===== src/rtl/mmio_uart_tx.sv =====
// Memory-mapped 8N1 UART transmitter: TXDATA/STATUS registers, a small transmit FIFO and a bit FSM.
// Define MMIO_UART_TX_PARITY_EN to insert an even-parity bit between the data bits and the stop bit.
module mmio_uart_tx #(
    parameter logic [31:0] BASE_ADDR    = 32'h0000_1000,
    parameter int unsigned CLKS_PER_BIT = 16,
    parameter int unsigned FIFO_DEPTH   = 4
) (
    input  logic        clk,
    input  logic        reset,
    input  logic        MemWrite,
    input  logic [31:0] DataAdr,
    input  logic [31:0] WriteData,
    output logic [31:0] ReadData,
    output logic        txd
);

    localparam int unsigned PtrW     = $clog2(FIFO_DEPTH);
    localparam int unsigned CntW     = PtrW + 1;
    localparam logic [15:0] BaudLast = 16'(CLKS_PER_BIT - 1);

`ifdef MMIO_UART_TX_PARITY_EN
    typedef enum logic [2:0] {StIdle, StStart, StData, StParity, StStop} state_e;
`else
    typedef enum logic [2:0] {StIdle, StStart, StData, StStop} state_e;
`endif

    state_e            state_q, state_d;
    logic [15:0]       baud_q, baud_d;
    logic [2:0]        bit_idx_q, bit_idx_d;
    logic [7:0]        shift_q, shift_d;
    logic              txd_q, txd_d;
    logic              overflow_q, overflow_d;
    logic [PtrW-1:0]   wr_ptr_q, wr_ptr_d;
    logic [PtrW-1:0]   rd_ptr_q, rd_ptr_d;
    logic [CntW-1:0]   count_q, count_d;
    logic [7:0]        fifo_q [FIFO_DEPTH];
`ifdef MMIO_UART_TX_PARITY_EN
    logic              parity_q, parity_d;
`endif

    logic       addr_hit, sel_data, sel_status;
    logic       full, empty, busy;
    logic       push_req, push, pop, baud_done;
    logic [7:0] head;
    logic       unused_bits;

    assign unused_bits = ^{WriteData[31:8], DataAdr[1:0]};

    // Register decode
    assign addr_hit   = (DataAdr[31:3] == BASE_ADDR[31:3]);
    assign sel_data   = addr_hit & ~DataAdr[2];
    assign sel_status = addr_hit & DataAdr[2];

    assign full      = (count_q == CntW'(FIFO_DEPTH));
    assign empty     = (count_q == '0);
    assign busy      = (state_q != StIdle) | ~empty;
    assign head      = fifo_q[rd_ptr_q];
    assign baud_done = (baud_q == '0);

    // A pop in the same cycle frees the slot, so a push into a full FIFO is then legal.
    assign push_req = MemWrite & sel_data;
    assign push     = push_req & (~full | pop);

    always_comb begin
        wr_ptr_d   = wr_ptr_q;
        rd_ptr_d   = rd_ptr_q;
        count_d    = count_q + CntW'(push) - CntW'(pop);
        overflow_d = overflow_q;
        if (push) wr_ptr_d = wr_ptr_q + PtrW'(1);
        if (pop)  rd_ptr_d = rd_ptr_q + PtrW'(1);
        if (MemWrite && sel_status) begin
            overflow_d = 1'b0;
        end else if (push_req && !push) begin
            overflow_d = 1'b1;
        end
    end

    always_comb begin
        state_d   = state_q;
        baud_d    = baud_q;
        bit_idx_d = bit_idx_q;
        shift_d   = shift_q;
        txd_d     = txd_q;
        pop       = 1'b0;
`ifdef MMIO_UART_TX_PARITY_EN
        parity_d  = parity_q;
`endif
        unique case (state_q)
            StIdle: begin
                txd_d = 1'b1;
                if (!empty) pop = 1'b1;
            end
            StStart: begin
                if (baud_done) begin
                    state_d   = StData;
                    txd_d     = shift_q[0];
                    shift_d   = {1'b0, shift_q[7:1]};
                    bit_idx_d = '0;
                    baud_d    = BaudLast;
                end else begin
                    baud_d = baud_q - 16'd1;
                end
            end
            StData: begin
                if (baud_done) begin
                    baud_d = BaudLast;
                    if (bit_idx_q == 3'd7) begin
`ifdef MMIO_UART_TX_PARITY_EN
                        state_d = StParity;
                        txd_d   = parity_q;
`else
                        state_d = StStop;
                        txd_d   = 1'b1;
`endif
                    end else begin
                        bit_idx_d = bit_idx_q + 3'd1;
                        txd_d     = shift_q[0];
                        shift_d   = {1'b0, shift_q[7:1]};
                    end
                end else begin
                    baud_d = baud_q - 16'd1;
                end
            end
`ifdef MMIO_UART_TX_PARITY_EN
            StParity: begin
                if (baud_done) begin
                    state_d = StStop;
                    txd_d   = 1'b1;
                    baud_d  = BaudLast;
                end else begin
                    baud_d = baud_q - 16'd1;
                end
            end
`endif
            StStop: begin
                if (baud_done) begin
                    if (!empty) begin
                        pop = 1'b1;
                    end else begin
                        state_d = StIdle;
                        txd_d   = 1'b1;
                    end
                end else begin
                    baud_d = baud_q - 16'd1;
                end
            end
            default: begin
                state_d = StIdle;
                txd_d   = 1'b1;
            end
        endcase
        // Both IDLE and end-of-STOP start a frame the same way.
        if (pop) begin
            state_d = StStart;
            shift_d = head;
            txd_d   = 1'b0;
            baud_d  = BaudLast;
`ifdef MMIO_UART_TX_PARITY_EN
            parity_d = ^head;
`endif
        end
    end

    always_ff @(posedge clk or negedge reset) begin
        if (!reset) begin
            state_q    <= StIdle;
            baud_q     <= '0;
            bit_idx_q  <= '0;
            shift_q    <= '0;
            txd_q      <= 1'b1;
            overflow_q <= 1'b0;
            wr_ptr_q   <= '0;
            rd_ptr_q   <= '0;
            count_q    <= '0;
`ifdef MMIO_UART_TX_PARITY_EN
            parity_q   <= 1'b0;
`endif
        end else begin
            state_q    <= state_d;
            baud_q     <= baud_d;
            bit_idx_q  <= bit_idx_d;
            shift_q    <= shift_d;
            txd_q      <= txd_d;
            overflow_q <= overflow_d;
            wr_ptr_q   <= wr_ptr_d;
            rd_ptr_q   <= rd_ptr_d;
            count_q    <= count_d;
`ifdef MMIO_UART_TX_PARITY_EN
            parity_q   <= parity_d;
`endif
        end
    end

    always_ff @(posedge clk or negedge reset) begin
        if (!reset) begin
            for (int i = 0; i < FIFO_DEPTH; i++) fifo_q[i] <= '0;
        end else if (push) begin
            fifo_q[wr_ptr_q] <= WriteData[7:0];
        end
    end

    always_comb begin
        ReadData = '0;
        if (sel_status) begin
            ReadData[0]   = busy;
            ReadData[1]   = full;
            ReadData[2]   = empty;
            ReadData[3]   = overflow_q;
            ReadData[7:4] = 4'(count_q);
        end
    end

    assign txd = txd_q;

endmodule


===== config.mk =====
export PLATFORM = sky130hd
export DESIGN_NAME = mmio_uart_tx
export DESIGN_NICKNAME = d
export VERILOG_FILES = /design/src/rtl/mmio_uart_tx.sv
export SDC_FILE = /design/constraint.sdc
export NUM_CORES = 1
export LEC_CHECK = 0
export ABC_CLOCK_PERIOD_IN_PS = 2600
export CORE_MARGIN = 2
export CORE_UTILIZATION = 40
export DETAILED_ROUTE_END_ITERATION = 8
export PLACE_DENSITY = 0.71
export SLEW_MARGIN = 10
export SYNTH_ARGS = -nofsm -noshare
export SYNTH_HDL_FRONTEND = slang
export SYNTH_SLANG_ARGS = --single-unit

===== constraint.sdc =====
create_clock -name clk -period 2.6 [get_ports clk]
set_input_delay 0.39 -clock clk [delete_from_list [all_inputs] [get_ports clk]]
set_output_delay 0.39 -clock clk [all_outputs]
set_load 0.01 [all_outputs]

* Word level (Yosys, flattened, before mapping)
Cells that the tools add are included.
** Operators by class
- $add $sub $neg :: 6
- $lt $le $gt $ge :: 3
- Eq/ne operators :: 17
- Muxes and demuxes :: 39
- Bitwise gates (word level) :: 11
- Reductions and logical operators :: 18
** Operators with widths (count)
- two-way mux 8 bit :: 7
- two-way mux 16 bit :: 3
- bitwise mux 32 bit :: 1
- one-hot mux 16 bit (2 select lines) :: 1
- == test 29 x 10 -> 1 bit, second input constant :: 1
- two-way mux 3 bit :: 9
- != test 3 bit, second input constant :: 7
- binary-select mux 8 bit (select 2 bit) :: 1
- demux 8 bit (select 2 bit) :: 1
- logical NOT 16 bit :: 1
- one-hot mux 8 bit (2 select lines) :: 1
- subtractor 16 x 1 -> 16 bit, second input constant :: 1
- one-hot mux 3 bit (4 select lines) :: 1
- AND reduction 4 bit :: 3
- two-way mux 1 bit :: 10
- nonzero test 3 bit :: 3
- != test 2 bit, second input constant :: 4
- two-way mux 7 bit :: 1
- == test 3 x 2 -> 1 bit, second input constant :: 2
- == test 3 bit, second input constant :: 2
- >= comparator 3 bit, second input constant :: 2
- logical NOT 3 bit :: 2
- inverter 2 -> 3 bit :: 2
- one-hot mux 3 bit (2 select lines) :: 1
- 17 further kinds :: 27
** Word-level totals
- Register bits :: 71
- Bits of input ports :: 67
- Output and inout port bits :: 33
- Word-level logic and storage cells :: 107

* Logic depth before layout (Yosys ltp)
Gate-level depths: netlist of run 1.
- Depth in word-level cells :: 10
- Mapped depth :: 13
- Mapped depth without buffers :: 12

* Worst setup path after synthesis of run 1
No wires, ideal clock.
- Path kind :: reg-to-reg
- Start :: register state_q[0]
- End :: register count_q[2]
- Setup time :: 0.128 ns
- Arrival time :: 2.729 ns
- Data required time :: 2.472 ns
- Path slack :: -0.257 ns
- Cell stages (with the launch flop) :: 14
- Path buffers :: 2
- Period minus slack after synthesis :: 2.857 ns
- Cells stage by stage :: dfrtp_1 -> inv_1 -> ha_1 -> clkbuf_1 -> nor2_1 -> a31o_2 -> clkbuf_1 -> and2_1 -> or2_2 -> ha_1 -> inv_1 -> fa_1 -> xnor2_1 -> xnor2_1
** On the way
- Longest elaborated chain between the ends :: 6
- Elaborated cells on any way between the ends :: 7
- Those cells by class :: add/sub: 2; eq/ne: 1; mux: 1; bitwise: 2; reduce/logical: 1
** Ends and longest elaborated chain
- start: declaration :: RTL line 27 : state_e state_q, state_d;
- start signal: assignment :: RTL line 166 : state_q <= StIdle;
- start signal: assignment :: RTL line 179 : state_q <= state_d;
- == test 3 x 2 -> 1 bit or logical NOT 3 bit (tied branches) :: RTL line 88 : unique case (state_q)
- one-hot mux 1 bit (2 select lines) (*) :: RTL line 88
- bitwise OR 1 bit :: RTL line 62 : assign push = push_req & (~full | pop);
- bitwise AND 1 bit :: RTL line 62
- adder 3 x 1 -> 3 bit :: RTL line 67 : count_d = count_q + CntW'(push) - CntW'(pop);
- subtractor 3 x 1 -> 3 bit (*) :: RTL line 67
- net count_d[2] :: RTL line 35 : logic [CntW-1:0] count_q, count_d;
- end signal: assignment :: RTL line 187 : count_q <= count_d;
- end: declaration :: RTL line 35
Mark *: on every way through the listed nets, which the timed path passes. The rest lies on a longest branch.
A chain may end at the register's enable or synchronous reset.

* Worst setup path in the final report of run 1
- Start :: register baud_q[6]
- End :: register count_q[2]
** On the way
- Longest elaborated chain between the ends :: 7
** Ends and longest elaborated chain
- start: declaration :: RTL line 28 : logic [15:0] baud_q, baud_d;
- start signal: assignment :: RTL line 180 : baud_q <= baud_d;
- logical NOT 16 bit (*) :: RTL line 58 : assign baud_done = (baud_q == '0);
- two-way mux 1 bit (*) :: RTL line 136 : if (baud_done) begin
- one-hot mux 1 bit (2 select lines) (*) :: RTL line 88
- bitwise OR 1 bit :: RTL line 62
- bitwise AND 1 bit :: RTL line 62
- adder 3 x 1 -> 3 bit :: RTL line 67
- subtractor 3 x 1 -> 3 bit (*) :: RTL line 67
- net count_d[2] :: RTL line 35
Marked as above.

==> run summary, run 1 <==
OUTCOME
----------------------------------------------------------------------------
Status                                                          complete, no violations

CRITICAL PATH
----------------------------------------------------------------------------
Worst Setup Path Type                                             reg -> reg
CP Data Arrival Time                                                 2.83 ns
Count of cells along the worst register-to-register path                  10
Largest fanout on the critical path                                        4
Critical Path End Type                                             flip-flop
Launching point of the worst reg2reg path                       baud_q[6]$_DFFE_PN0P_
Reg2reg end                                                     count_q[2]$_DFF_PN0_
Reg2Reg Setup Slack                                                  0.05 ns
Critical path launch point type                                    flip-flop
Required time of the critical path                                   2.88 ns

STA
----------------------------------------------------------------------------
RSZ-0062 raised after global routing                                     yes
Worst slew margin relative to its limit                                59.5%
Final Max Tran Viols                                                       0
Fin Setup TNS                                                           0 ns
Final cycle utilization of the critical path                           98.1%
Worst Max-Slew Pin Slew                                             0.608 ns
Final hold violation count                                                 0
Setup-failing EPs final                                                    0
Skew final                                                         0.0137 ns
Maximum clock frequency                                              392 MHz
Clock period minus worst slack                                       2.55 ns

DIE
----------------------------------------------------------------------------
Number of top-level pins                                                 100
Row cnt                                                                   36
Standard cell core area                                           9820 sq um
Die Footprint                                                    10900 sq um
Die Y                                                                 105 um
Die width                                                             105 um
Starting Density                                                       41.2%

YOSYS
----------------------------------------------------------------------------
Simple-gate portion of the synthesized area                            14.2%
Proportion of synthesized chip area in sequential cells                43.3%
Cell type with the largest total area after synthesis           sky130_fd_sc_hd__dfrtp_1
Portion of netlist area occupied by mux cells                          14.4%
Post-synthesis instance total                                            365
Number of distinct library cells after synthesis                          56
Compound-gate portion of the synthesized area                          15.0%
Combinational family with the most area after synthesis         compound AO/OA/AOI/OAI gates
Count of flip-flops with a built-in enable after synthesis                 0
Ys flop type                                                    sky130_fd_sc_hd__dfrtp_1
Largest cells by area after synthesis                           sky130_fd_sc_hd__dfrtp_1 43%, sky130_fd_sc_hd__mux2_2 8.6%, sky130_fd_sc_hd__buf_4 4.6%
Yosys warns                                                                0
Most frequently used cell type in the post-synthesis netlist    sky130_fd_sc_hd__dfrtp_1
Share of synthesized registers carrying an async set or reset           100%
Average cell area after synthesis                                 11.1 sq um
Top-area cell type share of the netlist area                           42.6%
#FFs+latches synth                                                        70
Post-Syn Area                                                     4050 sq um
Most frequent cells after synthesis                             69 x sky130_fd_sc_hd__dfrtp_1, 31 x sky130_fd_sc_hd__mux2_2, 25 x sky130_fd_sc_hd__buf_4
Xor-xnor portion of the synthesized cell area                          1.73%
Adder-Cell Fraction of Synth Area                                      4.20%

ROUTE
----------------------------------------------------------------------------
Number of remaining DRC errors                                             0
Post-route antenna net violation count                                     0
Met1 wire length                                                     3880 um
Sum of met2 wire segment lengths after detailed routing              4670 um
Routed vias                                                             3127
DRC violation total after the first TritonRoute iteration                116
DR WL met3                                                            390 um
Total routed wirelength                                              9030 um
Via/cell ratio                                                          5.35
Top sig layer                                                           met4
First-pass DRT Iterations                                                  5
Mean routed wirelength per cell                                      15.4 um

CLOCK NETWORK
----------------------------------------------------------------------------
TritonCTS clock tree                                                    done
Clock insertion delay at the later pin of the skew report            0.36 ns
CTS clk-pin slew, worst paths                                        0.10 ns
TritonCTS Buffers                                                          9
H-tree depth reported by CTS                                               3
# clock sinks                                                             70
Clk Tree Root Cell                                              sky130_fd_sc_hd__clkbuf_8
Number of buffers on the longest clock path                                2

FINISH
----------------------------------------------------------------------------
# nets final                                                             527
Proportion of layout cells with a drive suffix above 1                 25.9%
Final antenna diode count                                                  0
Area growth from synthesis to final layout                             26.8%

GLOBAL ROUTE
----------------------------------------------------------------------------
Total overflow reported by the global router                               0
GR Util All Layers                                                     17.5%
Pin count of the biggest net entering global routing                      31
Vias in the first global route                                          3244
Initial antenna violation count                                            0
First-pass GRT wire length                                          15600 um

PLACED DESIGN
----------------------------------------------------------------------------
Port buffer count                                                         48
Placer congestion estimate                                             0.863
Detailed Place HPWL                                                  6780 um

PWR
----------------------------------------------------------------------------
Max VDD drop                                                          474 uV
Power density of the placed cells                                406 nW/um^2
Leakage power                                                        2.45 nW
Total power consumption of the routed design                         2.09 mW

MIN PATH
----------------------------------------------------------------------------
Path category of the worst min-delay check                       in -> async

RUN
----------------------------------------------------------------------------
Maximum Capacitance Violations                                             0

## repair_timing
action,in CTS,in global routing
hold buffers,1,0
pin swaps,2,2
endpoints found under the setup margin,5,14
setup buffers,2,0
resized for setup,7,6
hold endpoints to repair,11,0
## cell families (layout without fill, tap and decap cells)
kind of cell | Yosys count | count (layout)
AOI/OAI and AO/OA | 79 | 79
xor gates and xnor gates | 8 | 8
adders and majority gates | 13 | 13
buffers and inverters | 52 | 115
DFF | 70 | 70
muxes | 44 | 44
other | 1 | 25
and+or+nand+nor | 98 | 98
## layout make-up
cell class | instances | area [sq um]
Multi-Input combinational cell | 267 | 2170
Sequential cell | 70 | 1750
Clock buffer | 9 | 124
Fill cell | 867 | 4680
Tap cell | 133 | 166
Inverter | 16 | 60.1
Timing Repair Buffer | 83 | 790
Clock inverter | 7 | 76.3
## registers in the layout, indices dropped and copies added, names as in the netlist
signal / cells
fifo_q: 32
baud_q: 16
shift_q: 8
bit_idx_q: 3
count_q: 3
rd_ptr_q: 2
state_q: 2
wr_ptr_q: 2
overflow_q: 1
txd: 1
## metal layers
metal	vias up	track usage, %
met5	-	0
met4	0	5.52
met3	11	3.68
met2	90	29.6
met1	1545	22.4
li1	1481	-
## how the worst max path moves through the flow
| stage | startpoint | endpoint | slack, ns |
|---|---|---|---|
| 6_report | baud_q[6]$_DFFE_PN0P_ | count_q[2]$_DFF_PN0_ | 0.05 |
| 5_1_grt | baud_q[6]$_DFFE_PN0P_ | count_q[2]$_DFF_PN0_ | -0.07 |
| 4_1_cts | DataAdr[4] | ReadData[6] | -0.06 |
| 3_5_place_dp | DataAdr[18] | count_q[2]$_DFF_PN0_ | -0.18 |
| 3_3_place_gp | DataAdr[14] | count_q[2]$_DFF_PN0_ | -0.13 |
| 2_1_floorplan | baud_q[10]$_DFFE_PN0P_ | count_q[2]$_DFF_PN0_ | -0.03 |
## power breakdown
group,internal [mW],switching (mW),leakage (nW)
clock network,0.382,0.505,0.103
logic,0.0578,0.0544,1.37
registers,1.09,0.000000133,0.970
## layout by cell type, fill, tap and decap left out, types with 12 or more instances in the layout
cell                              count
sky130_fd_sc_hd__conb_1              25
sky130_fd_sc_hd__o21ai_0             12
sky130_fd_sc_hd__buf_4               30
sky130_fd_sc_hd__inv_1               15
sky130_fd_sc_hd__clkdlybuf4s50_1     40
sky130_fd_sc_hd__mux2_2              31
sky130_fd_sc_hd__nand2_1             13
sky130_fd_sc_hd__a21oi_1             16
sky130_fd_sc_hd__nor2_1              15
sky130_fd_sc_hd__dfrtp_1             69
## metrics by stage
step | cell area, sq um | util (%) | cells | worst slack [ns] | hold slack (ns)
final | 5140 | 52.3 | 585 | 0.0494 | 0.449
after global routing | 5140 | 52.3 | 585 | -0.0696 | 0.465
after CTS | 5100 | 51.9 | 585 | -0.0562 | 0.447
after detailed placement | 4880 | 49.7 | 566 | -0.182 | 0.312
after global placement | 4880 | 49.7 | 566 | -0.129 | 0.312
after floorplan | 4190 | - | 389 | -0.0319 | 0.0944
## critical path, stage by stage (launching register included)
cell and delay, ns:
sky130_fd_sc_hd__dfrtp_1 0.42, sky130_fd_sc_hd__or4_1 0.62, sky130_fd_sc_hd__nor3_4 0.16, sky130_fd_sc_hd__a31o_2 0.22
sky130_fd_sc_hd__and2_4 0.15, sky130_fd_sc_hd__or2_4 0.11, sky130_fd_sc_hd__ha_4 0.11, sky130_fd_sc_hd__inv_2 0.03
sky130_fd_sc_hd__fa_2 0.32, sky130_fd_sc_hd__xnor2_1 0.19, sky130_fd_sc_hd__xnor2_1 0.13
(Power assumes the default switching activity.)
==> run 2, diff against run 1 <==
--- a/config.mk
+++ b/config.mk
@@ -5,11 +5,11 @@
 export SDC_FILE = /design/constraint.sdc
 export NUM_CORES = 1
 export LEC_CHECK = 0
-export ABC_CLOCK_PERIOD_IN_PS = 2600
+export ABC_CLOCK_PERIOD_IN_PS = 3000
 export CORE_MARGIN = 2
 export CORE_UTILIZATION = 40
 export DETAILED_ROUTE_END_ITERATION = 8
-export PLACE_DENSITY = 0.71
+export PLACE_DENSITY = 0.68
 export SLEW_MARGIN = 10
 export SYNTH_ARGS = -nofsm -noshare
 export SYNTH_HDL_FRONTEND = slang
==> constraint.sdc (replaced) <==
create_clock -name clk -period 3 [get_ports clk]
set_input_delay 0.45 -clock clk [delete_from_list [all_inputs] [get_ports clk]]
set_output_delay 0.45 -clock clk [all_outputs]
set_load 0.01 [all_outputs]
==> run summary, run 2 (synthesis gave the netlist of run 1 again) <==
ROUTE
--------------------------------------------------------------------------------
Post-route antenna net violation count                                         0   unchanged
DRC violation total after the first TritonRoute iteration                    139   +20%
Mean routed wirelength per cell                                          15.2 um   -1.2%
First-pass DRT Iterations                                                      4   -1
Routed vias                                                                 3014   -3.6%
Total routed wirelength                                                  8580 um   -4.9%
Number of remaining DRC errors                                                 0   unchanged
Via/cell ratio                                                              5.35   +0.15%

MIN PATH
--------------------------------------------------------------------------------
Path category of the worst min-delay check                           in -> async

DIE
--------------------------------------------------------------------------------
Row cnt                                                                       36   unchanged
Die Y                                                                     105 um   unchanged
Starting Density                                                           41.2%   unchanged
Die width                                                                 105 um   unchanged
Number of top-level pins                                                     100   unchanged
Standard cell core area                                               9820 sq um   unchanged
Die Footprint                                                        10900 sq um   unchanged

STA
--------------------------------------------------------------------------------
Hold_ws                                                                 0.276 ns   -0.173 ns
Worst Max-Slew Pin Slew                                                 0.865 ns   +0.258 ns
Fin Setup TNS                                                               0 ns   unchanged
Final Max Tran Viols                                                           0   unchanged
Worst slew margin relative to its limit                                    42.3%   -17 points
Final cycle utilization of the critical path                               94.8%
Final hold violation count                                                     0   unchanged
Clock period minus worst slack                                           2.84 ns
Fin worst setup slack                                                   0.157 ns   +0.107 ns
Skew final                                                             0.0109 ns   -0.00281 ns
RSZ-0062 raised after global routing                                          no
Maximum clock frequency                                                  352 MHz
Setup-failing EPs final                                                        0   unchanged

FINISH
--------------------------------------------------------------------------------
# nets final                                                                 505   -4.2%
Non-filler cells in the finished layout                                      563   -3.8%
Proportion of layout cells with a drive suffix above 1                     20.0%   -5.9 points
Highest-count cells in the layout ignoring fill and taps            69 x sky130_fd_sc_hd__dfrtp_1, 47 x sky130_fd_sc_hd__clkdlybuf4s50_1, 31 x sky130_fd_sc_hd__mux2_2, 25 x sky130_fd_sc_hd__conb_1
Post-route standard cell area excluding fillers                       4860 sq um   -5.4%
Fraction of the core area covered by cells at the end of the flow          49.5%   -2.8 points
Largest register FFs                                                          32   unchanged
Largest registers                                                   fifo_q (32), baud_q (16), shift_q (8)
Register with the most flip-flops                                         fifo_q
Area growth from synthesis to final layout                                 20.0%
Leading cell type in the layout, fill and taps excluded             sky130_fd_sc_hd__dfrtp_1
Final antenna diode count                                                      0   unchanged

CRITICAL PATH
--------------------------------------------------------------------------------
Crit path cell chain                                                clkdlybuf4s50_1 > nor4_1 > and4_1 > and4_2 > and2_1 > clkdlybuf4s50_1
CP Data Arrival Time                                                     2.39 ns   -0.44 ns
Largest fanout on the critical path                                            6   +2
Highest cell delay on the worst timing path                              0.54 ns   -0.08 ns
Critical path launch point type                                       input port
Required time of the critical path                                       2.55 ns   -0.33 ns
Critical Path End Type                                               output port
Critical path's most frequent cell                                  sky130_fd_sc_hd__clkdlybuf4s50_1
Cell with the biggest individual delay on the critical path         sky130_fd_sc_hd__clkdlybuf4s50_1
Worst Setup Path Type                                                  in -> out

PLACED DESIGN
--------------------------------------------------------------------------------
Number of instances in the placed design                                     547   -3.4%
Cell Area, Placed                                                     4650 sq um   -4.7%
Port buffer count                                                             48   unchanged
Pre-CTS worst setup slack                                              0.0616 ns   +0.244 ns
Detailed Place HPWL                                                      6280 um   -7.2%
Placer congestion estimate                                                 0.881   +2.0%

CLOCK NETWORK
--------------------------------------------------------------------------------
Clock insertion delay at the later pin of the skew report                0.36 ns   about the same
H-tree depth reported by CTS                                                   3   unchanged
TritonCTS clock tree                                                        done
Number of buffers on the longest clock path                                    2   unchanged
Clk Tree Root Cell                                                  sky130_fd_sc_hd__clkbuf_8
TritonCTS Buffers                                                              9   unchanged
# clock sinks                                                                 70   unchanged
Setup repair bufs after CTS                                                    0   -2
CTS clk-pin slew, worst paths                                            0.08 ns   -0.02 ns

GLOBAL ROUTE
--------------------------------------------------------------------------------
Pin count of the biggest net entering global routing                          71   +130%
GR Util All Layers                                                         17.0%   -0.47 points
Initial antenna violation count                                                0   unchanged
First-pass GRT wire length                                              15000 um   -4.1%
Total overflow reported by the global router                                   0   unchanged
Vias in the first global route                                              3044   -6.2%

PWR
--------------------------------------------------------------------------------
Power density of the placed cells                                    376 nW/um^2   -7.6%
Leakage power                                                            2.26 nW   -7.7%
Total power consumption of the routed design                             1.83 mW   -13%
Max VDD drop                                                              495 uV   +4.3%

OUTCOME
--------------------------------------------------------------------------------
Status                                                              complete, no violations

RUN
--------------------------------------------------------------------------------
Maximum Capacitance Violations                                                 0   unchanged

-- run 2: changes by cell type in the layout (fill, tap and decap cells not counted), sizes merged --
cell           change
bufinv             +1
dlygate4sd2        -5
inv                -1
buf               -21
dlymetal6s2s       -2
clkdlybuf4s50      +7
dlygate4sd3        -1
-- run 2: power by group --
group / internal (mW) / total (mW) / switching [mW]
combinational: 0.0477 / 0.0919 / 0.0442
clock: 0.395 / 0.791 / 0.396
sequential: 0.943 / 0.943 / 0.000000149
total: 1.39 / 1.83 / 0.440
-- run 2: critical path: cells and delay by family --
kind | cells | cell delay (ns)
buffers and inverters | 2 | 0.95
AND/OR/NAND/NOR | 4 | 1.00
-- run 2: worst paths after layout --
kind | slack [ns] | cells past startpoint | from | endpoint
worst min register to register | 0.47 | 1 | overflow_q$_DFFE_PN0P_ | overflow_q$_DFFE_PN0P_
max in group asynchronous | 2.15 | 2 | reset | baud_q[1]$_DFFE_PN0P_
worst max register to register | 0.21 | 12 | baud_q[0]$_DFFE_PN0P_ | count_q[2]$_DFF_PN0_
worst max-delay path | 0.16 | 6 | DataAdr[7] | ReadData[6]
min in group clk | 0.47 | 1 | overflow_q$_DFFE_PN0P_ | overflow_q$_DFFE_PN0P_
worst min-delay path | 0.28 | 2 | reset | baud_q[11]$_DFFE_PN0P_
-- run 2: metal layers --
layer  GRT usage, %  routed length (um)
met1           21.9                3790
met4           6.57                 150
met2           28.2                4320
met3           3.62                 317
met5              0                   0
-- run 2: area by class of cell --
type,instances,area [sq um]
Tap cell,133,166
Clock buffer,9,124
Clock inverter,7,78.8
Multi-Input combinational cell,267,2100
Fill cell,883,4960
Sequential cell,70,1750
Timing Repair Buffer,61,573
Inverter,16,60.1
-- run 2: repair_timing --
action / 4_1_cts / 5_1_grt
hold buffers: 0 / 0
hold endpoints to repair: 0 / 0
setup endpoints to repair: 0 / 6
gates resized for setup: 0 / 2
==> run 3, diff against run 2 <==
--- a/config.mk
+++ b/config.mk
@@ -5,12 +5,11 @@
 export SDC_FILE = /design/constraint.sdc
 export NUM_CORES = 1
 export LEC_CHECK = 0
-export ABC_CLOCK_PERIOD_IN_PS = 3000
 export CORE_MARGIN = 2
 export CORE_UTILIZATION = 40
 export DETAILED_ROUTE_END_ITERATION = 8
 export PLACE_DENSITY = 0.68
-export SLEW_MARGIN = 10
+export SLEW_MARGIN = 20
 export SYNTH_ARGS = -nofsm -noshare
 export SYNTH_HDL_FRONTEND = slang
 export SYNTH_SLANG_ARGS = --single-unit
==> results of run 3 <==
Same layout as run 2: the final DEF is identical, and so are final timing and power.
